[src/rtl/imem_loader.sv]
// Instruction-memory loader: takes a framed byte stream (length, little-endian words,
// XOR checksum) and drives the IMEM write port while holding the core in reset.
module imem_loader #(
  parameter int DEPTH   = 256,
  parameter int ADDR_W  = 8,
  parameter int TIMEOUT = 1000000
) (
  input  logic              clk,
  input  logic              reset_n,
  input  logic              start,
  input  logic              in_valid,
  input  logic [7:0]        in_data,
  output logic              in_ready,
  output logic              mem_we,
  output logic [ADDR_W-1:0] mem_waddr,
  output logic [31:0]       mem_wdata,
  output logic              cpu_hold,
  output logic              done,
  output logic              error,
  output logic [1:0]        err_code,
  output logic [ADDR_W:0]   words_written
);

  localparam int TW = $clog2(TIMEOUT + 1);
  localparam logic [16:0] DEPTH_L = 17'(DEPTH);

  typedef enum logic [2:0] {IDLE, LEN0, LEN1, DATA, CHK, DONE, ERROR} state_t;

  state_t            state_reg, state_next;
  logic [15:0]       len_reg, len_next;
  logic [1:0]        k_reg, k_next;
  logic [23:0]       word_reg, word_next;
  logic [7:0]        chk_reg, chk_next;
  logic [ADDR_W:0]   wcnt_reg, wcnt_next;
  logic [TW-1:0]     tcnt_reg, tcnt_next;
  logic              we_reg, we_next;
  logic [ADDR_W-1:0] waddr_reg, waddr_next;
  logic [31:0]       wdata_reg, wdata_next;
  logic [1:0]        errc_reg, errc_next;

  logic        busy;
  logic        hs;
  logic [15:0] len_full;

  assign busy     = (state_reg == LEN0) || (state_reg == LEN1) ||
                    (state_reg == DATA) || (state_reg == CHK);
  assign hs       = in_valid && busy;
  assign len_full = {in_data, len_reg[7:0]};

  always_ff @(posedge clk) begin
    if (!reset_n) begin
      state_reg <= IDLE;
      len_reg   <= '0;
      k_reg     <= '0;
      word_reg  <= '0;
      chk_reg   <= '0;
      wcnt_reg  <= '0;
      tcnt_reg  <= '0;
      we_reg    <= 1'b0;
      waddr_reg <= '0;
      wdata_reg <= '0;
      errc_reg  <= '0;
    end else begin
      state_reg <= state_next;
      len_reg   <= len_next;
      k_reg     <= k_next;
      word_reg  <= word_next;
      chk_reg   <= chk_next;
      wcnt_reg  <= wcnt_next;
      tcnt_reg  <= tcnt_next;
      we_reg    <= we_next;
      waddr_reg <= waddr_next;
      wdata_reg <= wdata_next;
      errc_reg  <= errc_next;
    end
  end

  always_comb begin
    state_next = state_reg;
    len_next   = len_reg;
    k_next     = k_reg;
    word_next  = word_reg;
    chk_next   = chk_reg;
    wcnt_next  = wcnt_reg;
    tcnt_next  = tcnt_reg;
    we_next    = 1'b0;
    waddr_next = waddr_reg;
    wdata_next = wdata_reg;
    errc_next  = errc_reg;

    case (state_reg)
      IDLE, DONE, ERROR: begin
        if (start) begin
          state_next = LEN0;
          errc_next  = 2'b00;
          wcnt_next  = '0;
          chk_next   = '0;
          k_next     = '0;
          tcnt_next  = '0;
        end
      end
      LEN0: begin
        if (hs) begin
          len_next[7:0] = in_data;
          state_next    = LEN1;
        end
      end
      LEN1: begin
        if (hs) begin
          len_next[15:8] = in_data;
          if (len_full == 16'd0 || {1'b0, len_full} > DEPTH_L) begin
            state_next = ERROR;
            errc_next  = 2'b01;
          end else begin
            state_next = DATA;
          end
        end
      end
      DATA: begin
        if (hs) begin
          chk_next = chk_reg ^ in_data;
          k_next   = k_reg + 2'd1;
          case (k_reg)
            2'd0: word_next[7:0]   = in_data;
            2'd1: word_next[15:8]  = in_data;
            2'd2: word_next[23:16] = in_data;
            default: begin
              // Fourth byte: the word goes out on the registered write port next cycle
              we_next    = 1'b1;
              wdata_next = {in_data, word_reg};
              waddr_next = wcnt_reg[ADDR_W-1:0];
              wcnt_next  = wcnt_reg + 1'b1;
              if (16'(wcnt_reg) + 16'd1 == len_reg)
                state_next = CHK;
            end
          endcase
        end
      end
      CHK: begin
        if (hs) begin
          if (in_data == chk_reg) begin
            state_next = DONE;
          end else begin
            state_next = ERROR;
            errc_next  = 2'b11;
          end
        end
      end
      default: state_next = IDLE;
    endcase

    // Inter-byte watchdog; a handshake always wins over an expiring count
    if (busy) begin
      if (hs) begin
        tcnt_next = '0;
      end else if (tcnt_reg == TW'(TIMEOUT - 1)) begin
        state_next = ERROR;
        errc_next  = 2'b10;
        tcnt_next  = '0;
      end else begin
        tcnt_next = tcnt_reg + 1'b1;
      end
    end
  end

  assign in_ready      = busy;
  assign cpu_hold      = (state_reg != IDLE) && (state_reg != DONE);
  assign done          = (state_reg == DONE);
  assign error         = (state_reg == ERROR);
  assign err_code      = errc_reg;
  assign words_written = wcnt_reg;
  assign mem_we        = we_reg;
  assign mem_waddr     = waddr_reg;
  assign mem_wdata     = wdata_reg;

endmodule

[config.mk]
export PLATFORM = sky130hd
export DESIGN_NAME = imem_loader
export DESIGN_NICKNAME = d
export VERILOG_FILES = /design/src/rtl/imem_loader.sv
export SDC_FILE = /design/constraint.sdc
export NUM_CORES = 1
export LEC_CHECK = 0
export CORE_ASPECT_RATIO = 0.8
export CORE_UTILIZATION = 35
export CTS_CLUSTER_DIAMETER = 50
export CTS_CLUSTER_SIZE = 28
export DETAILED_ROUTE_END_ITERATION = 6
export GPL_TIMING_DRIVEN = 0
export PLACE_DENSITY = 0.65
export RECOVER_POWER = 50
export SYNTH_ARGS = -nofsm -noshare
export SYNTH_HDL_FRONTEND = slang
export SYNTH_SLANG_ARGS = --single-unit
[constraint.sdc]
create_clock -name clk -period 2.1 [get_ports clk]
set_clock_uncertainty 0.05 [all_clocks]
set_input_delay 0.315 -clock clk [delete_from_list [all_inputs] [get_ports clk]]
set_output_delay 0.315 -clock clk [all_outputs]
set_load 0.01 [all_outputs]
==> results by group, run 1 <==
Worst setup path
  • Worst Setup Start Kind: register
  • CP required: 1.74 ns
  • Critical path launch point: state_reg[0]
  • R2R Setup Slk: 0.09 ns
  • Crit. End Element: output port
  • CP max FO: 6
  • Critical path type: reg -> out
  • Critical Path AT: 1.67 ns
  • Cells on worst reg2reg path: 7
  • Reg-to-Reg Start: words_written[0]

STA
  • Slew Limit Fails: 0
  • RSZ-0062 raised after global routing: yes
  • Fin crit share: 96.9%
  • Setup_tns: 0 ns
  • Worst hold slack: 0.143 ns
  • Fin. Hold Viols: 0
  • Post-route setup slack: 0.0647 ns
  • Fmax: 491 MHz
  • Tmin final: 2.04 ns
  • Final setup violation count: 0
  • Max_slew headroom: 57.4%
  • Worst-margin pin slew: 0.640 ns

Floorplan
  • Die Span X: 144 µm
  • IO Pins: 68
  • Die height: 116 µm
  • Full die area: 16700 µm²
  • # rows: 41
  • Initial Util: 35.8%
  • Core area: 15800 µm²

Synth
  • Primary FF master, synth: dfxtp_1
  • Top cells by area, synth: dfxtp_1 44%, nand2_1 9.9%, a21oi_1 8.6%
  • Sequential element share of the synthesized area: 44.3%
  • Asr flop ratio synth: 0%
  • Synth area leader: dfxtp_1
  • Seq cells post-synth: 125
  • Post-Synthesis Cells: 718
  • Post-synthesis cell area: 5650 µm²
  • Avg Cell Area, Syn: 7.87 µm²
  • Post-synth EDFFs: 0
  • Count leader, synth: nand2_1
  • YS warnings: 0
  • Post-synth top area share: 44.3%
  • Synth cell types: 60
  • Net Count, Synth: 736
  • Synth cell count leaders: 149 x nand2_1, 125 x dfxtp_1, 97 x a21oi_1, 55 x nor2_1, 32 x nand3_1

Min path
  • Hold Crit Class: in -> reg
  • Hold_sp: in_data[2]
  • Hold depth: 3

Pwr
  • Tot Pwr: 6190 µW
  • PD cells: 851 nW/µm²
  • Maximum VDD drop: 0.644 mV
  • Leak pwr: 0.00268 µW

Global route
  • Largest net degree at the start of global routing: 17
  • First-pass GRT wire length: 24400 µm
  • GRT Total Usage: 19.1%
  • Vias in the first global route: 4700
  • Initial antenna violation count: 0
  • Grt total ovfl: 0

Routing
  • Via-to-Cell Ratio: 5.11
  • Initial DRC Count: 382
  • DRC Markers: 3
  • TritonRoute pass-1 iters: 7
  • Routed Antenna Nets: 0
  • Via count: 5237
  • DR WL/cell: 14.5 µm
  • Routed wire length: 14900 µm

Clock network
  • H-tree levels: 4
  • Clk slew on worst S/H paths: 0.06 ns
  • Root Buffer: clkbuf_16
  • Later-pin clock latency in the skew report: 0.42 ns
  • Clk sinks: 125
  • CTS tree: yes
  • Hold Buf Count CTS: 0
  • CTS Buffer Depth: 2
  • TritonCTS buffer count: 17

Place
  • Dpl hpwl: 10300 µm
  • Pre-CTS setup slack: -0.559 ns
  • Routability Congestion: 0.832
  • Input/output buffers: 59

Layout
  • Share of layout cells above drive strength 1: 11.7%
  • Layout area overhead: 28.6%
  • Nets: 816
  • Max reg flops: 32
  • Finished Core Util: 46.0%
  • Antenna Cells: 0

Job
  • Maxcap violations: 0

Run status
  • Outcome: complete, but fails checks
  • Failing checks: design-rule violations
per-stage QoR:
step / cell area, µm² / cells
floorplan: 5650 / 718
global placement: 6510 / 992
detailed placement: 6510 / 992
CTS: 7170 / 1021
global route: 7270 / 1024
finish: 7270 / 1024
layer usage:
layer  routed length, µm  track usage, %  up-vias
met1                7530            27.5     2460
met4                 182            5.46        0
met3                 870            5.45       16
met2                6310            27.3      140
met5                   0               0        -
li1                    -               -     2621
final timing paths:
kind,endpoint
worst max-delay path,in_ready
worst min-delay path,mem_wdata[26]
worst max register to register,state_reg[1]
worst min register to register,mem_waddr[3]
kinds of logic (layout without fill, tap and decap cells):
| group | Yosys count | after routing | synth area share (%) |
|---|---|---|---|
| mux | 12 | 12 | 2.15 |
| compound gates | 158 | 158 | 15.7 |
| xor+xnor | 27 | 27 | 4.18 |
| fa+ha+maj | 7 | 7 | 1.53 |
| simple gates | 324 | 324 | 27.3 |
| buf+inv | 65 | 156 | 4.87 |
| flops | 125 | 125 | 44.3 |
power by group:
group | internal (µW) | switching (µW) | total, µW
Sequential | 2410 | 39.7 | 2450
Combinational | 258 | 417 | 675
Clock | 2000 | 1060 | 3060
worst max-delay path, stage by stage (launching register included):
cell and delay [ns]:
dfxtp_1 0.29, buf_2 0.17, nor2_4 0.12, xor2_1 0.22, inv_1 0.14, dlygate4sd2_1 0.31
cell type report:
class | instances | area [µm²]
timing repair buffer | 62 | 611
inverter | 11 | 41.3
tap | 215 | 269
multi-input combinational | 528 | 2970
clock buffer | 20 | 447
buffer | 53 | 258
fill | 1645 | 8530
sequential | 125 | 2510
clock inverter | 10 | 166
cell usage in the layout, fill, tap and decap left out, types with 10 or more instances in the layout:
master,Yosys,layout
o21ai_0,25,25
clkbuf_16,0,17
a21oi_1,97,97
nand2_1,149,147
clkbuf_1,29,26
mux2i_1,11,10
dfxtp_1,125,121
buf_4,1,10
nand4_1,11,11
xnor2_1,13,12
dlygate4sd3_1,0,49
nand3_1,32,32
xor2_1,14,14
buf_2,16,13
a22oi_1,10,10
nor2_1,55,52
what timing repair did:
action                                  in CTS  in global routing
resized for setup                           23                 32
pin swaps                                    1                  2
endpoints found under the setup margin      58                 83
buffers inserted                             0                  3
Note: power is estimated with default switching activity, not from simulation.
==> inputs of run 2 (changes only) <==
--- a/config.mk
+++ b/config.mk
@@ -13,6 +13,7 @@
 export GPL_TIMING_DRIVEN = 0
 export PLACE_DENSITY = 0.65
 export RECOVER_POWER = 50
+export SLEW_MARGIN = 30
 export SYNTH_ARGS = -nofsm -noshare
 export SYNTH_HDL_FRONTEND = slang
 export SYNTH_SLANG_ARGS = --single-unit
==> results of run 2 <==
The final DEF is identical to that of run 1; final timing and power are the same.
